[src/rtl/if_fetch_align_pkg.sv]
// Shared fetch-stage constants and the RVC length decode helper.
// Queue depth, PC width and reset PC live here so the interface and all stages agree.
package fetch_pkg;

    localparam int              PC_W         = 12;
    localparam int              QDEPTH       = 4;
    localparam logic [PC_W-1:0] DEF_RESET_PC = 12'h000;

    function automatic logic is_compressed(input logic [15:0] hw);
        return hw[1:0] != 2'b11;
    endfunction

endpackage

[src/rtl/if_fetch_align_if.sv]
// Fetch stage boundary: INSTMEM request/return, redirect/stall from the pipeline, aligned instruction out.
// master = fetch stage, slave = surrounding pipeline/memory.
interface if_fetch_align_if;
    import fetch_pkg::*;

    logic [PC_W-3:0] imem_addr;
    logic [31:0]     imem_rdata;
    logic            id_stall;
    logic            redirect;
    logic [PC_W-1:0] redirect_pc;
    logic            if_valid;
    logic [31:0]     if_inst;
    logic [PC_W-1:0] if_PC;
    logic [PC_W-1:0] if_pc4;
    logic            if_is_c;

    modport master (
        output imem_addr, if_valid, if_inst, if_PC, if_pc4, if_is_c,
        input  imem_rdata, id_stall, redirect, redirect_pc
    );

    modport slave (
        input  imem_addr, if_valid, if_inst, if_PC, if_pc4, if_is_c,
        output imem_rdata, id_stall, redirect, redirect_pc
    );

endinterface

[src/rtl/if_fetch_align_hw_queue.sv]
// 4x16 halfword shift queue; pushes and pops 0..2 halfwords per cycle, flush empties it.
// Registered state, q0/q1/cnt visible the cycle after update; caller must not overfill.
module fetch_hw_queue
    import fetch_pkg::*;
(
    input  logic        clk,
    input  logic        rst,
    input  logic        flush,
    input  logic [1:0]  push_n,
    input  logic [15:0] push_lo,
    input  logic [15:0] push_hi,
    input  logic [1:0]  pop_n,
    output logic [15:0] q0,
    output logic [15:0] q1,
    output logic [2:0]  cnt
);

    logic [QDEPTH-1:0][15:0] q;
    logic [QDEPTH-1:0][15:0] q_sh;
    logic [QDEPTH-1:0][15:0] q_nxt;
    logic [2:0]              base;
    logic [2:0]              cnt_nxt;

    always_comb begin
        q_sh    = q >> {pop_n, 4'b0000};
        base    = cnt - {1'b0, pop_n};
        q_nxt   = q_sh;
        // New halfwords land just behind whatever survives the pop.
        for (int i = 0; i < QDEPTH; i++) begin
            if (push_n != 2'd0 && 3'(i) == base)
                q_nxt[i] = push_lo;
            if (push_n == 2'd2 && 3'(i) == base + 3'd1)
                q_nxt[i] = push_hi;
        end
        cnt_nxt = flush ? 3'd0 : base + {1'b0, push_n};
    end

    always_ff @(posedge clk or posedge rst) begin
        if (rst) begin
            q   <= '0;
            cnt <= 3'd0;
        end else begin
            q   <= q_nxt;
            cnt <= cnt_nxt;
        end
    end

    assign q0 = q[0];
    assign q1 = q[1];

    a_no_underflow : assert property (@(posedge clk) disable iff (rst)
        ({1'b0, pop_n} <= cnt));
    a_no_overflow : assert property (@(posedge clk) disable iff (rst)
        (flush || ({1'b0, base} + {2'b0, push_n} <= 4'(QDEPTH))));

endmodule

[src/rtl/if_fetch_align.sv]
// PC generation + INSTMEM fetch + RVC realignment; first instruction 2 cycles after reset/redirect.
// id_stall freezes the head but the queue keeps absorbing returns; redirect flushes and refetches.
module if_fetch_align
    import fetch_pkg::*;
#(
    parameter logic [PC_W-1:0] RESET_PC = DEF_RESET_PC
) (
    input  logic               clk,
    input  logic               rst,
    if_fetch_align_if.master   fif
);

    localparam int FW = PC_W - 2;

    logic [PC_W-1:0] pc;
    logic [FW-1:0]   fptr;
    logic            infl;
    logic            drop_lo;

    logic [15:0] q0, q1;
    logic [2:0]  cnt;
    logic        head_c;
    logic        vld;
    logic [1:0]  pop_n;
    logic [1:0]  push_n;
    logic [15:0] push_lo, push_hi;
    logic [3:0]  occ;
    logic        req;

    fetch_hw_queue u_q (
        .clk     (clk),
        .rst     (rst),
        .flush   (fif.redirect),
        .push_n  (push_n),
        .push_lo (push_lo),
        .push_hi (push_hi),
        .pop_n   (pop_n),
        .q0      (q0),
        .q1      (q1),
        .cnt     (cnt)
    );

    always_comb begin
        head_c = is_compressed(q0);
        vld    = head_c ? (cnt >= 3'd1) : (cnt >= 3'd2);

        pop_n = 2'd0;
        if (vld && !fif.id_stall && !fif.redirect)
            pop_n = head_c ? 2'd1 : 2'd2;

        push_n  = 2'd0;
        push_lo = fif.imem_rdata[15:0];
        push_hi = fif.imem_rdata[31:16];
        if (infl && !fif.redirect) begin
            if (drop_lo) begin
                push_n  = 2'd1;
                push_lo = fif.imem_rdata[31:16];
            end else begin
                push_n  = 2'd2;
            end
        end

        // Only fetch when the word (plus any already in flight) is guaranteed to fit.
        occ = {1'b0, cnt} - {2'b0, pop_n} + (infl ? 4'd2 : 4'd0);
        req = occ <= 4'd2;
    end

    always_ff @(posedge clk or posedge rst) begin
        if (rst) begin
            pc      <= RESET_PC;
            fptr    <= RESET_PC[PC_W-1:2];
            infl    <= 1'b0;
            drop_lo <= RESET_PC[1];
        end else if (fif.redirect) begin
            pc      <= {fif.redirect_pc[PC_W-1:1], 1'b0};
            fptr    <= fif.redirect_pc[PC_W-1:2] + FW'(1);
            infl    <= 1'b1;
            drop_lo <= fif.redirect_pc[1];
        end else begin
            pc   <= pc + PC_W'({pop_n, 1'b0});
            infl <= req;
            if (req)
                fptr <= fptr + FW'(1);
            if (infl)
                drop_lo <= 1'b0;
        end
    end

    always_comb begin
        fif.imem_addr = fif.redirect ? fif.redirect_pc[PC_W-1:2] : fptr;
        fif.if_valid  = vld;
        fif.if_inst   = '0;
        fif.if_PC     = '0;
        fif.if_pc4    = '0;
        fif.if_is_c   = 1'b0;
        if (vld) begin
            fif.if_inst = head_c ? {16'h0000, q0} : {q1, q0};
            fif.if_PC   = pc;
            fif.if_pc4  = pc + (head_c ? PC_W'(2) : PC_W'(4));
            fif.if_is_c = head_c;
        end
    end

endmodule

[src/flat_wrapper.sv]
// flat-port wrapper written by rule: the top's interface ports become plain ports
module if_fetch_align_flat import fetch_pkg::*;
#(
    parameter logic [PC_W-1:0] RESET_PC = DEF_RESET_PC
)
  (clk, rst, fif_imem_addr, fif_if_valid, fif_if_inst, fif_if_PC, fif_if_pc4, fif_if_is_c, fif_imem_rdata, fif_id_stall, fif_redirect, fif_redirect_pc);
  if_fetch_align_if fif_i ();
  input  logic clk;
  input  logic rst;
  output wire logic [$bits(fif_i.imem_addr)-1:0] fif_imem_addr;
  output wire logic [$bits(fif_i.if_valid)-1:0] fif_if_valid;
  output wire logic [$bits(fif_i.if_inst)-1:0] fif_if_inst;
  output wire logic [$bits(fif_i.if_PC)-1:0] fif_if_PC;
  output wire logic [$bits(fif_i.if_pc4)-1:0] fif_if_pc4;
  output wire logic [$bits(fif_i.if_is_c)-1:0] fif_if_is_c;
  input wire logic [$bits(fif_i.imem_rdata)-1:0] fif_imem_rdata;
  input wire logic [$bits(fif_i.id_stall)-1:0] fif_id_stall;
  input wire logic [$bits(fif_i.redirect)-1:0] fif_redirect;
  input wire logic [$bits(fif_i.redirect_pc)-1:0] fif_redirect_pc;
  assign fif_imem_addr = fif_i.imem_addr;
  assign fif_if_valid = fif_i.if_valid;
  assign fif_if_inst = fif_i.if_inst;
  assign fif_if_PC = fif_i.if_PC;
  assign fif_if_pc4 = fif_i.if_pc4;
  assign fif_if_is_c = fif_i.if_is_c;
  assign fif_i.imem_rdata = fif_imem_rdata;
  assign fif_i.id_stall = fif_id_stall;
  assign fif_i.redirect = fif_redirect;
  assign fif_i.redirect_pc = fif_redirect_pc;
  if_fetch_align #(.RESET_PC(RESET_PC)) u_core (.clk(clk), .rst(rst), .fif(fif_i));
endmodule
[config.mk]
export PLATFORM = sky130hd
export DESIGN_NAME = if_fetch_align_flat
export DESIGN_NICKNAME = d
export VERILOG_FILES = /design/src/rtl/if_fetch_align_pkg.sv /design/src/rtl/if_fetch_align_if.sv /design/src/rtl/if_fetch_align_hw_queue.sv /design/src/rtl/if_fetch_align.sv /design/src/flat_wrapper.sv
export SDC_FILE = /design/constraint.sdc
export NUM_CORES = 1
export LEC_CHECK = 0
export ABC_CLOCK_PERIOD_IN_PS = 4800
export BUFFER_PORTS_ARGS = -buffer_cell sky130_fd_sc_hd__buf_2
export CAP_MARGIN = 20
export CELL_PAD_IN_SITES_DETAIL_PLACEMENT = 0
export CELL_PAD_IN_SITES_GLOBAL_PLACEMENT = 1
export CORE_UTILIZATION = 43
export DETAILED_ROUTE_END_ITERATION = 7
export PLACE_DENSITY = 0.8
export SYNTH_ARGS = -nofsm -noshare
export SYNTH_HDL_FRONTEND = slang
export SYNTH_SLANG_ARGS = --single-unit
[constraint.sdc]
create_clock -name clk -period 4.8 [get_ports clk]
set_input_delay 0.96 -clock clk [delete_from_list [all_inputs] [get_ports clk]]
set_output_delay 0.96 -clock clk [all_outputs]
set_load 0.005 [all_outputs]
Word-level counts from Yosys, hierarchy flattened
Cells that the tools add are included.

Flip-flop bits (word level): 91. Input bits: 48. Output and inout bits: 68. Word-level logic and storage cells: 78.

$add $sub $neg: 9. Magnitude comparators: 3. Eq/ne operators: 8. Shift-type cells: 1. Mux-type cells: 30. Reductions and logical operators: 18.

Operator list (count): $mux W16 (10); $mux W32 (2); $shr A64 B6 Y64 (1); $mux W12 (3); $mux W10 (3); $add A10 B1 Y10 const B (2); $add A12 B12 Y12 (1); $add A12 B3 Y12 (1); $eq A2 B3 Y1 const A (4); $logic_and A1 B1 Y1 (11); $mux W2 (5); $eq A1 B3 Y1 const A (2); $logic_not A3 Y1 (2); $mux W3 (2); $reduce_bool A2 Y1 (3); $mux W1 (5); $add A4 B4 Y4 (1); $le A4 B2 Y1 const B (1); $sub A3 B2 Y4 (1); $add A3 B1 Y3 const B (1); $add A3 B2 Y3 (1); $ge A3 B1 Y1 const B (1); $ge A3 B2 Y1 const B (1); $sub A3 B2 Y3 (1); 3 further kinds (4).

Logic depth before layout (Yosys ltp)
Depth after elaboration: 10. Depth in mapped cells: 17. Depth with buffers taken out: 12.

Cells and area by module
Synthesis repeated with hierarchy kept, for this count alone.

Cell total of the unflattened synthesis: 815. Area, all modules: 6754.0 um2.

Modules (own cells, without submodules): fetch_hw_queue (times used 1, cells each 504, area an instance 4481.8 um2, sequential area each 1676.6 um2); if_fetch_align (times used 1, cells each 311, area an instance 2272.2 um2, sequential area each 575.6 um2).

Worst setup path after synthesis
Ideal clock, no wire load.

Path type: in2reg. Start: in fif_redirect. End: reg u_core.u_q.q (netlist bit u_core.u_q.q0[0]). Setup time: 0.131 ns. Arrival time: 4.261 ns. Required time: 4.669 ns. Slack: 0.408 ns. Cell stages on the path: 15. Buffers on the path: 5. Cell sequence: or2_2 nor3_1 buf_2 inv_1 fa_1 nor2b_1 clkbuf_1 clkbuf_1 ha_1 and4bb_1 clkbuf_1 clkbuf_1 and3_1 a41oi_1 o31ai_2.

Cells in the longest elaborated chain, start to end: 8. Elaborated cells between the ends (all ways): 17. Those cells by class: 2 x add/sub; 1 x eq/ne; 1 x shift; 5 x mux; 8 x reduce/logical.

Ends and longest elaborated chain: start, declared (line flat_wrapper.sv:18) `input wire logic [$bits(fif_i.redirect)-1:0] fif_redirect;`; $logic_not A1 Y1 (*) (line if_fetch_align.sv:48, if_fetch_align.sv:54); $logic_and A1 B1 Y1 (line if_fetch_align.sv:48) `if (vld && !fif.id_stall && !fif.redirect)`; $mux W2 (line if_fetch_align.sv:48); $sub A3 B2 Y3 (line if_fetch_align_hw_queue.sv:26) `base = cnt - {1'b0, pop_n};`; $add A3 B1 Y3 / $logic_not A3 Y1 (equally long branches) (line if_fetch_align_hw_queue.sv:32, if_fetch_align_hw_queue.sv:30); $logic_not A3 Y1 / $logic_and A1 B1 Y1 (equally long branches) (line if_fetch_align_hw_queue.sv:32, if_fetch_align_hw_queue.sv:30); $logic_and A1 B1 Y1 / $mux W16 (equally long branches) (line if_fetch_align_hw_queue.sv:32, if_fetch_align_hw_queue.sv:30); $mux W16 (*) (line if_fetch_align_hw_queue.sv:32) `if (push_n == 2'd2 && 3'(i) == base + 3'd1)`; end signal, assigned (line if_fetch_align_hw_queue.sv:43) `q <= q_nxt;`; end, declared (line if_fetch_align_hw_queue.sv:18) `logic [QDEPTH-1:0][15:0] q;`.

Every way passes the cells marked *; elsewhere a longest branch is shown, timed or not. A chain may end at the register's enable or synchronous reset.

Final worst setup path
Start: reg u_core.u_q.cnt[2]. End: reg u_core.u_q.q (netlist bit u_core.u_q.q0[9]).

Cells in the longest elaborated chain, start to end: 10. Elaborated cells between the ends (all ways): 15. Those cells by class: 2 x add/sub; 2 x order compare; 1 x shift; 4 x mux; 6 x reduce/logical.

Ends and longest elaborated chain: start, declared (line if_fetch_align_hw_queue.sv:15) `output logic [2:0] cnt`; start signal, assigned (line if_fetch_align_hw_queue.sv:44) `cnt <= cnt_nxt;`; $ge A3 B2 Y1 / $ge A3 B1 Y1 (equally long branches) (line if_fetch_align.sv:45) `vld = head_c ? (cnt >= 3'd1) : (cnt >= 3'd2);`; $mux W1 (line if_fetch_align.sv:45); $logic_and A1 B1 Y1 (2 in series) (line if_fetch_align.sv:48); $mux W2 (line if_fetch_align.sv:48); $sub A3 B2 Y3 (line if_fetch_align_hw_queue.sv:26); $add A3 B1 Y3 / $logic_not A3 Y1 (equally long branches) (line if_fetch_align_hw_queue.sv:32, if_fetch_align_hw_queue.sv:30); $logic_not A3 Y1 / $logic_and A1 B1 Y1 (equally long branches) (line if_fetch_align_hw_queue.sv:32, if_fetch_align_hw_queue.sv:30); $logic_and A1 B1 Y1 / $mux W16 (equally long branches) (line if_fetch_align_hw_queue.sv:32, if_fetch_align_hw_queue.sv:30); $mux W16 (*) (line if_fetch_align_hw_queue.sv:32).

Marks and branches as above.

==> flow_metrics.tcl <==
set metrics [dict create \
    cts_tree "yes" \
    use_met2 0.384 \
    vias 5945 \
    antenna_found_initial 0 \
    initial_core_util 0.440 \
    cts_sinks 90 \
    hp-class "register to register" \
    r2r-start "u_core.u_q.cnt[2]$_DFF_PP0_" \
    place.gp.congestion 0.931 \
    cts_setup_buffers 0 \
    postCtsHoldBufs 0 \
    io_buffers 112 \
    worst_pin_slew_ns 0.973 \
    cts_buffer_depth 2 \
    syn_inst 724 \
    netlist-cell-type-count 53 \
    crit_path_max_incr_delay_ns 0.53 \
    root_buffer "clkbuf_16" \
    final_max_slew_viol_count 0 \
    endpoint_kind "register" \
    track_usage 0.252 \
    reg2reg_depth 12 \
    core_area_um2 14500 \
    io_pins 116 \
    fp-row-count 44 \
    maxSlewHeadroom 0.351 \
    numCtsBuffers 9 \
    diodes 0 \
    die_x_um 124 \
    finish.utilization 0.506 \
    status "complete, no violations" \
    power.leakage_nw 3.32 \
    fillers 1402 \
    crit_chain "or3_4 > and3_2 > ha_1 > inv_1 > fa_1 > nor2b_1 > ha_1 > and4bb_1 > buf_4 > nand2_1 > o21ai_4 > o31ai_1" \
    r2r_slack_ns 0.51 \
    met1_usage 0.365 \
    ys_seq_area_frac 0.352 \
    holdPathEnd "u_core.fptr[8]$_DFFE_PP0P_" \
    die_y_um 124 \
    cts_resized 0 \
    clk_pin_slew_ns 0.07 \
    synth_flop_cell "dfrtp_1" \
    fin_skew_ns 0.00753 \
    max_freq_mhz 233 \
    hold_viol 0 \
    syn-cell-area_um2 6400 \
    worstPathArrival_ns 4.50 \
    synth_seq_cells 90 \
    layout_common_cells "buf_2, dfrtp_1, nand2_1" \
    period_minus_slack_ns 4.29 \
    drc 0 \
    grt_pass1_wl_mm 29.7 \
    routed_via_density 6.02 \
    timing.rr.end "u_core.u_q.q0[9]$_DFFE_PP0P_" \
    crit_fanout 26 \
    drive_above_1_share 0.240 \
    htreeDepth 3 \
    crit_top_cell "ha_1" \
    insertion_delay_ns 0.35 \
    setup_viol 0 \
    area_growth_pct 14.9 \
    drt_iter0_markers 666 \
    dp_hpwl_mm 13.7 \
    gr-usage-met3 0.0366 \
    crit_path_start_kind "register" \
    grt_pass1_vias 5503 \
    crit_required_ns 5.01 \
    rsz0062_at_grt "no" \
    async_reset_ff_frac 1.00 \
    ff_latch_area_um2 2250 \
    grt-busiest-layer "met2" \
    maxCapViolCount 0 \
    hold_path_startpoint "u_core.fptr[8]$_DFFE_PP0P_" \
    yosys_warnings 0 \
    power_density_nw_per_um2 574 \
    die_area_um2 15400 \
    multi_input_area_um2 3730 \
    setup_tns_ns 0 \
    grt_overflow 0 \
    wl_per_cell_um 19.0 \
    nets 864 \
    cp_slowest_cell "fa_1" \
    final_common_cell "buf_2" \
    grt_max_degree 53 \
    period_share 0.893 \
    vdd_drop_max_uv 213 \
    ant_nets 0 \
    synth-edff-count 0 \
    whs_path_depth 2 \
    drtPass1Iterations 5 \
    wl_mm 18.8 \
    path_class "register to register" \
    synth.avg_cell_area_um2 8.84 \
]
[cell usage after synthesis, types with 3 or more instances]
cell	count	area share
and4_1	3	0.0041
a221oi_1	38	0.052
nand3b_1	3	0.0035
inv_1	32	0.019
a41oi_1	28	0.038
fa_1	6	0.019
a32o_1	4	0.0063
and3_1	35	0.034
nand3_1	6	0.0047
a22oi_1	5	0.0059
clkbuf_1	42	0.025
o31ai_2	10	0.020
nor3_1	8	0.0063
nor2b_1	30	0.029
buf_2	14	0.011
o31ai_1	37	0.043
a21oi_1	11	0.0086
a2bb2oi_1	16	0.022
mux2_2	18	0.032
nor2_1	72	0.042
a221oi_2	10	0.023
xnor2_1	19	0.026
buf_6	3	0.0053
ha_1	10	0.020
and2_1	14	0.014
nor4_1	3	0.0029
o21ai_0	36	0.028
dfrtp_1	90	0.35
nand2_1	74	0.043
nand4_1	5	0.0049
mux2i_1	4	0.0063
xor2_1	4	0.0055
buf_4	5	0.0059
[cell families (layout without fill, tap and decap cells)]
logic type / after synthesis / in the layout / share of synthesized area
adder cells (fa/ha/maj): 16 / 16 / 0.0383
AND/OR/NAND/NOR: 266 / 266 / 0.206
other: 1 / 2 / 0.000586
flip-flops: 90 / 90 / 0.352
buffers and inverters: 97 / 176 / 0.0661
XOR/XNOR: 24 / 24 / 0.0340
AO/OA/AOI/OAI: 208 / 208 / 0.265
multiplexers: 22 / 22 / 0.0379
[final cells by class]
| cell class | count | share of cell area |
|---|---|---|
| Inverter | 32 | 0.0165 |
| Clock buffer | 9 | 0.0306 |
| Multi-Input combinational cell | 538 | 0.508 |
| Sequential cell | 90 | 0.306 |
| Clock inverter | 6 | 0.0112 |
| Timing Repair Buffer | 129 | 0.0960 |
| Tap cell | 184 | 0.0313 |
[flip-flops by register name (all words and copies together), names as in the netlist]
name            count
u_core.infl         1
u_core.u_q.cnt      3
u_core.u_q.q0      16
u_core.pc          11
u_core.u_q.q1      16
u_core.u_q.q       32
u_core.drop_lo      1
u_core.fptr        10
[routing by layer]
layer  wire (um)  share of wire
met5           0              0
met4         328          0.017
met3        1380          0.073
met2        8370           0.45
met1        8730           0.46
[worst max path at each step]
stage                                     start                       endpoint  depth (start not counted)
floorplan                          fif_redirect   u_core.u_q.q0[0]$_DFFE_PP0P_                         15
global placement                   fif_redirect  u_core.u_q.q0[11]$_DFFE_PP0P_                         12
detailed placement                 fif_redirect   u_core.u_q.q0[9]$_DFFE_PP0P_                         12
CTS                 u_core.u_q.cnt[2]$_DFF_PP0_   u_core.u_q.q0[9]$_DFFE_PP0P_                         12
global route        u_core.u_q.cnt[2]$_DFF_PP0_  u_core.u_q.q0[10]$_DFFE_PP0P_                         12
finish              u_core.u_q.cnt[2]$_DFF_PP0_   u_core.u_q.q0[9]$_DFFE_PP0P_                         12
[critical path: cells and delay by family, from the launching register on]
family | cells | cell delay, ns
flip-flops | 1 | 0.50
buffers and inverters | 2 | 0.41
AND/OR/NAND/NOR | 5 | 1.67
adder cells (fa/ha/maj) | 3 | 0.97
AO/OA/AOI/OAI | 2 | 0.58
[metrics by stage]
stage	cells	area (um2)	hold slack, ns	setup slack, ns	total power, mW
floorplan	725	6400	0.449	0.408	2.84
global placement	972	7020	0.461	0.309	3.35
detailed placement	972	7020	0.474	0.158	3.44
CTS	987	7330	0.488	0.500	4.21
global route	988	7350	0.529	0.272	4.55
finish	988	7350	0.485	0.511	4.22
[power by group]
part           internal (mW)  total, mW  switching, mW  leakage, nW
registers               1.06       1.33          0.272         1.14
clock network          0.451      0.763          0.312        0.151
logic                  0.897       2.12           1.23         2.02
total                   2.41       4.22           1.81         3.32
Power figures use the tool's default switching activity.
